**src/rtl/and_priority_encoder.sv**
```systemverilog
// and_priority_encoder
// ANDs two occupancy vectors and walks the set bits of the result one index
// per active cycle, lowest index first, flagging the final index so the
// upstream sequencer knows when to present the next vector pair.
`timescale 1ns/1ps
module and_priority_encoder #(
  parameter int SIZE = 128,
  localparam int AW = $clog2(SIZE)
) (
  input  logic            clk_i,
  input  logic            rst_i,
  input  logic            valid_i,
  input  logic [SIZE-1:0] in1_i,
  input  logic [SIZE-1:0] in2_i,
  output logic            valid_o,
  output logic [AW-1:0]   match_addr_o,
  output logic            pri_enc_end_o
);

  localparam logic ST_INPUT_CHANGE = 1'b0;
  localparam logic ST_FLY          = 1'b1;

  logic            state_r;
  logic [SIZE-1:0] pend_r;
  logic [SIZE-1:0] and_w;
  logic [SIZE-1:0] enc_in;
  logic [AW:0]     enc;
  logic [SIZE-1:0] rem;
  logic            pri_end;

  // Lowest-set-bit encoder built as a balanced pairwise reduction tree.
  // Each level halves the node count; a node keeps the left child's index
  // whenever the left child has any bit set. All-zero input yields SIZE.
  function automatic logic [AW:0] pri_enc(input logic [SIZE-1:0] x);
    logic [SIZE-1:0] v;
    logic [AW-1:0]   ix [SIZE];
    v = x;
    for (int i = 0; i < SIZE; i++) begin
      ix[i] = AW'(i);
    end
    for (int l = 1; l <= AW; l++) begin
      for (int n = 0; n < (SIZE >> l); n++) begin
        ix[n] = v[2*n] ? ix[2*n] : ix[2*n+1];
        v[n]  = v[2*n] | v[2*n+1];
      end
    end
    return v[0] ? {1'b0, ix[0]} : (AW+1)'(SIZE);
  endfunction

  assign and_w = in1_i & in2_i;

  // Encoder source: fresh AND result on a new pair, remaining bits while in flight.
  always_comb begin
    enc_in = '1;
    if (valid_i) begin
      enc_in = (state_r == ST_FLY) ? pend_r : and_w;
    end
  end

  assign enc     = pri_enc(enc_in);
  assign rem     = enc_in & ~({{(SIZE-1){1'b0}}, 1'b1} << enc[AW-1:0]);
  assign pri_end = valid_i & ~(|rem);

  assign match_addr_o  = rst_i ? enc[AW-1:0] : '0;
  assign valid_o       = rst_i & valid_i & ~enc[AW];
  assign pri_enc_end_o = rst_i & pri_end;

  // Walk the pending bits; hold everything while valid_i is low.
  always_ff @(posedge clk_i or negedge rst_i) begin
    if (!rst_i) begin
      state_r <= ST_INPUT_CHANGE;
      pend_r  <= '0;
    end else if (valid_i) begin
      case (state_r)
        ST_INPUT_CHANGE: begin
          pend_r  <= rem;
          state_r <= pri_end ? ST_INPUT_CHANGE : ST_FLY;
        end
        default: begin
          if (!pri_end) begin
            pend_r <= rem;
          end else begin
            state_r <= ST_INPUT_CHANGE;
          end
        end
      endcase
    end
  end

endmodule

```
**config.mk**
```make
export PLATFORM = sky130hd
export DESIGN_NAME = and_priority_encoder
export DESIGN_NICKNAME = d
export VERILOG_FILES = /design/src/rtl/and_priority_encoder.sv
export SDC_FILE = /design/constraint.sdc
export NUM_CORES = 1
export LEC_CHECK = 0
export ABC_AREA = 1
export BUFFER_PORTS_ARGS = -buffer_cell sky130_fd_sc_hd__clkbuf_2
export CORE_UTILIZATION = 50
export CTS_BUF_LIST = sky130_fd_sc_hd__clkbuf_8
export CTS_CLUSTER_SIZE = 8
export DETAILED_ROUTE_END_ITERATION = 16
export PLACE_DENSITY_LB_ADDON = 0.12
export SLEW_MARGIN = 30
export SYNTH_ARGS = -nofsm -noshare
export SYNTH_HDL_FRONTEND = slang
export SYNTH_SLANG_ARGS = --single-unit
```
**constraint.sdc**
```tcl
create_clock -name clk_i -period 7.5 [get_ports clk_i]
set_input_delay 1.125 -clock clk_i [delete_from_list [all_inputs] [get_ports clk_i]]
set_output_delay 1.125 -clock clk_i [all_outputs]
set_load 0.01 [all_outputs]
```
# == Word-level counts from Yosys, hierarchy flattened ==
# Index checks and enable logic that the tools add are counted.
# totals
elab_cells,276
register_bits,129
# classes
shift,1
n_bitwise,136
reduce_logical,2
mux,134
eq_ne,1
# ops
op,count
$mux W128,4
$and A128 B128 Y128,2
$not A128 Y128,1
$reduce_or A128 Y1,1
$shl A1 B7 Y128 const A,1
$or A1 B1 Y1,127
$mux W1,65
$mux W2,32
$mux W3,16
$mux W4,8
$mux W5,4
$mux W7,2
$mux W6,2
$mux W8,1
$and A1 B1 Y1,4
$ne A2 B2 Y1 const B,1
$not A1 Y1,2
$reduce_and A2 Y1,1

# == Longest topological paths before layout ==
# depth
depth_word,19
mapped_depth,33
ltp_nobuf,29

# == Least setup slack after synthesis ==
# OpenSTA, ideal clock, no wires.
# synth_timing
kind,input-to-output
start,input port valid_i
end,output port pri_enc_end_o
path_buffers,3
path_stages,27
required_ns,6.375
setup_slack_ns,2.224
arrival_time_ns,4.151
path_cell_list,buf_2 > buf_4 > buf_4 > nand2_1 > nor2_1 > nand2_1 > nor2_1 > nand2_1 > nor2_2 > nand3_1 > nor2_2 > nor2_4 > nand3_1 > nand2_2 > inv_2 > nand3_1 > nor2_2 > nand3_1 > o21ai_0 > nand2_1 > nor2_1 > nand2_1 > nor2_1 > nand2_1 > nor2_2 > nand2_1 > nor2_1
# synth_between
elab_chain_len,16
# synth_rtl
item,line_no,source
"start, declared",12,"input logic valid_i,"
$mux W128,55,if (valid_i) begin
$mux W1 or $or A1 B1 Y1 (tied branches),"43, 44",
$mux W2 or $or A1 B1 Y1 (tied branches),"43, 44",
$mux W3 or $or A1 B1 Y1 (tied branches),"43, 44",
$mux W4 or $or A1 B1 Y1 (tied branches),"43, 44",
$mux W5 or $or A1 B1 Y1 (tied branches),"43, 44",
$mux W6 or $or A1 B1 Y1 (tied branches),"43, 44",
$mux W7 or $or A1 B1 Y1 (tied branches),"43, 44",
$mux W8,47,"return v[0] ? {1'b0, ix[0]} : (AW+1)'(SIZE);"
$shl A1 B7 Y128,61,"assign rem = enc_in & ~({{(SIZE-1){1'b0}}, 1'b1} << enc[AW-1:0]);"
$not A128 Y128,61,
$and A128 B128 Y128,61,
$reduce_or A128 Y1,62,assign pri_end = valid_i & ~(|rem);
$not A1 Y1,62,
$and A1 B1 Y1 *,62,
$and A1 B1 Y1 *,66,assign pri_enc_end_o = rst_i & pri_end;
"end, declared",17,output logic pri_enc_end_o
# Mark *: on every way between the ends. The rest lies on a longest branch, timed or not.

# == Final worst setup path ==
# Same ends and word-level chain as after synthesis.

==> results.toml <==
[sta]
clock.fmax_mhz = 138
post-route-period-util = 0.964
setup_viol = 0
drv_slew = 0
rsz0062_at_grt = "false"
hold_viol = 0
finalWorstSetupSlack_ns = 0.273
setup_tns_ns = 0
fin_crit_ns = 7.23
worst_slew_pin_slew_ns = 0.927
max-slew-margin-rel = 0.381
fin_skew_ns = 0.0165

[grt]
grt_pass1_vias = 14200
antenna_found_initial = 1
grt_max_degree = 129
grt_usage = 0.399
grt-ovfl-total = 0
grt_first_pass_wirelength_um = 78800

[pwr]
power_density_nw_per_um2 = 139
power.leakage_uw = 0.00780
peakVddDrop_v = 0.000131

[synth]
yosys_register_bits = 129
synthCells = 2284
seq_area_frac_synth = 0.260
synth_area_um2 = 12400
synth_warnings = 0
yosysUniqueCellTypes = 34
synth.largest_area_cell = "nand2_1"
dominantRegCellSynth = "dfrtp_1"
syn_area_per_cell_um2 = 5.44
synth_area_leaders = "nand2_1 29%, dfrtp_1 26%, nand3_1 11%"
synth_edf_count = 0
synthArstFlopShare = 1.00
synth_top_area_frac = 0.289
syn_nets = 2543

[drt]
dr.first_iter.drc_count = 1913
vias = 15600
wl_per_cell_um = 17.8
vias_per_cell = 5.46
drt-pass1-iter-count = 8
drcViolationCount = 0
postRouteAntennaNets = 0
routed_wl_um = 50900

[floorplanning]
die_x_um = 160
start_util = 0.511
die_height_um = 160
core-area_um2 = 24300
die-area_um2 = 25500
std_cell_rows = 57
io_pins = 268

[worst_setup_path]
path_class = "in2out"
cp_num_buf_inv = 5
cpPeakStageDelay_ns = 0.36
cp_common_cell = "nand2_1"
cp_max_fo = 55
cp-end-kind = "output port"
arrival_ns = 6.10
worstSetupStartpointType = "input pin"
crit_family = "simple AND/OR/NAND/NOR gates"
worstPathRequired_ns = 6.38
cp_slowest_cell = "nor2_2"

[clock_network]
clockBufferDepth = 2
cts_tree = "built"
cts_buffers = 17
root_buffer = "clkbuf_8"
path_clk_slew_ns = 0.10
cts_sinks = 129
htreeDepth = 4
clk_latency_ns = 0.49

[placed_design]
pre_cts_slack_ns = 0.254
gp_congestion = 1.09
hpwl_um = 39200
io_buffer_count = 267

[status]
status = "finished clean"

[layout]
layout_common_cells = "956 x nand2_1, 296 x nor2_1, 273 x nand3_1, 265 x clkbuf_2, 246 x inv_1"
layout.nets = 2779
syn2layout_area_growth_pct = 18.0
fin_util = 0.603
final_common_cell = "nand2_1"
n_antenna_cell = 0
drive_gt1_frac = 0.165

[worst_hold_path]
hp-class = "in2async"

[job]
maxCapViolCount = 0
cell families after synthesis:
family,share of synthesized area
simple gates,0.569
buf+inv,0.130
flops,0.260
compound gates,0.0416
state kept, by name (all words and copies together) (netlist names):
name	flops
state_r	1
pend_r	128
power breakdown:
part / total (uW) / switching, uW / internal, uW
Clock: 684 / 368 / 316
Sequential: 813 / 42.6 / 770
Combinational: 541 / 345 / 196
Total: 2040 / 756 / 1280
worst reg2reg max path, delay by kind of cell (launching register included):
family / cells / cell delay [ns]
flops: 1 / 0.48
compound gates: 1 / 0.28
buf+inv: 3 / 0.85
simple gates: 23 / 4.25
worst paths after layout:
| path | startpoint | endpoint | slack, ns | depth (start not counted) |
|---|---|---|---|---|
| max | valid_i | pri_enc_end_o | 0.27 | 28 |
| min | rst_i | pend_r[69]$_DFFE_PN0P_ | 0.47 | 1 |
| max reg2reg | state_r$_DFFE_PN0P_ | pend_r[105]$_DFFE_PN0P_ | 1.57 | 27 |
| min reg2reg | pend_r[103]$_DFFE_PN0P_ | pend_r[103]$_DFFE_PN0P_ | 0.48 | 2 |
| max in group asynchronous | rst_i | state_r$_DFFE_PN0P_ | 5.81 | 2 |
| min in group clk_i | pend_r[103]$_DFFE_PN0P_ | pend_r[103]$_DFFE_PN0P_ | 0.48 | 2 |
cells in the mapped netlist (2+ instances only):
cell      count
a21oi_1      40
nand3_2       3
nand2_1     956
nor2b_1      18
nor2_4        4
buf_1        15
inv_2         6
buf_4        21
nand3_1     273
a21boi_0      2
inv_1       246
buf_2        60
nor2_2       22
nor2_1      298
o21a_1        4
o21ai_1      14
nand4_1      93
clkbuf_1     22
nand2_2       3
nor3_1        4
buf_6         5
dfrtp_1     129
o21ai_0      31
nor3_2        2
clkinv_1      4
what timing repair did:
item,in CTS,in global routing
resized for setup,0,4
setup endpoints to repair,0,1
buffers inserted,0,3
hold buffers,0,0
final cells by class:
type	count	area [um2]
fillers	2586	9650
multi-input cells	1776	7620
flip-flops and latches	129	3230
repair buffers	340	2030
inverters	256	965
well taps	324	405
clock buffers	18	248
clock inverters	14	169
layer usage:
| metal | up-vias | routed length [um] | global-route usage |
|---|---|---|---|
| li1 | 7570 | - | - |
| met1 | 7087 | 21500 | 0.545 |
| met2 | 837 | 22900 | 0.636 |
| met3 | 104 | 4510 | 0.0561 |
| met4 | 0 | 1990 | 0.157 |
| met5 | - | 0 | 0 |
metrics by stage:
step | total power, uW | instances | hold slack, ns | instance area [um2]
after floorplan | 1140 | 2284 | 0.442 | 12400
after global placement | 1340 | 2821 | 0.453 | 14200
after detailed placement | 1350 | 2821 | 0.458 | 14200
after CTS | 2030 | 2853 | 0.477 | 14600
after global routing | 2130 | 2857 | 0.478 | 14700
final | 2040 | 2857 | 0.472 | 14700
Note: power is estimated with default switching activity, not from simulation.
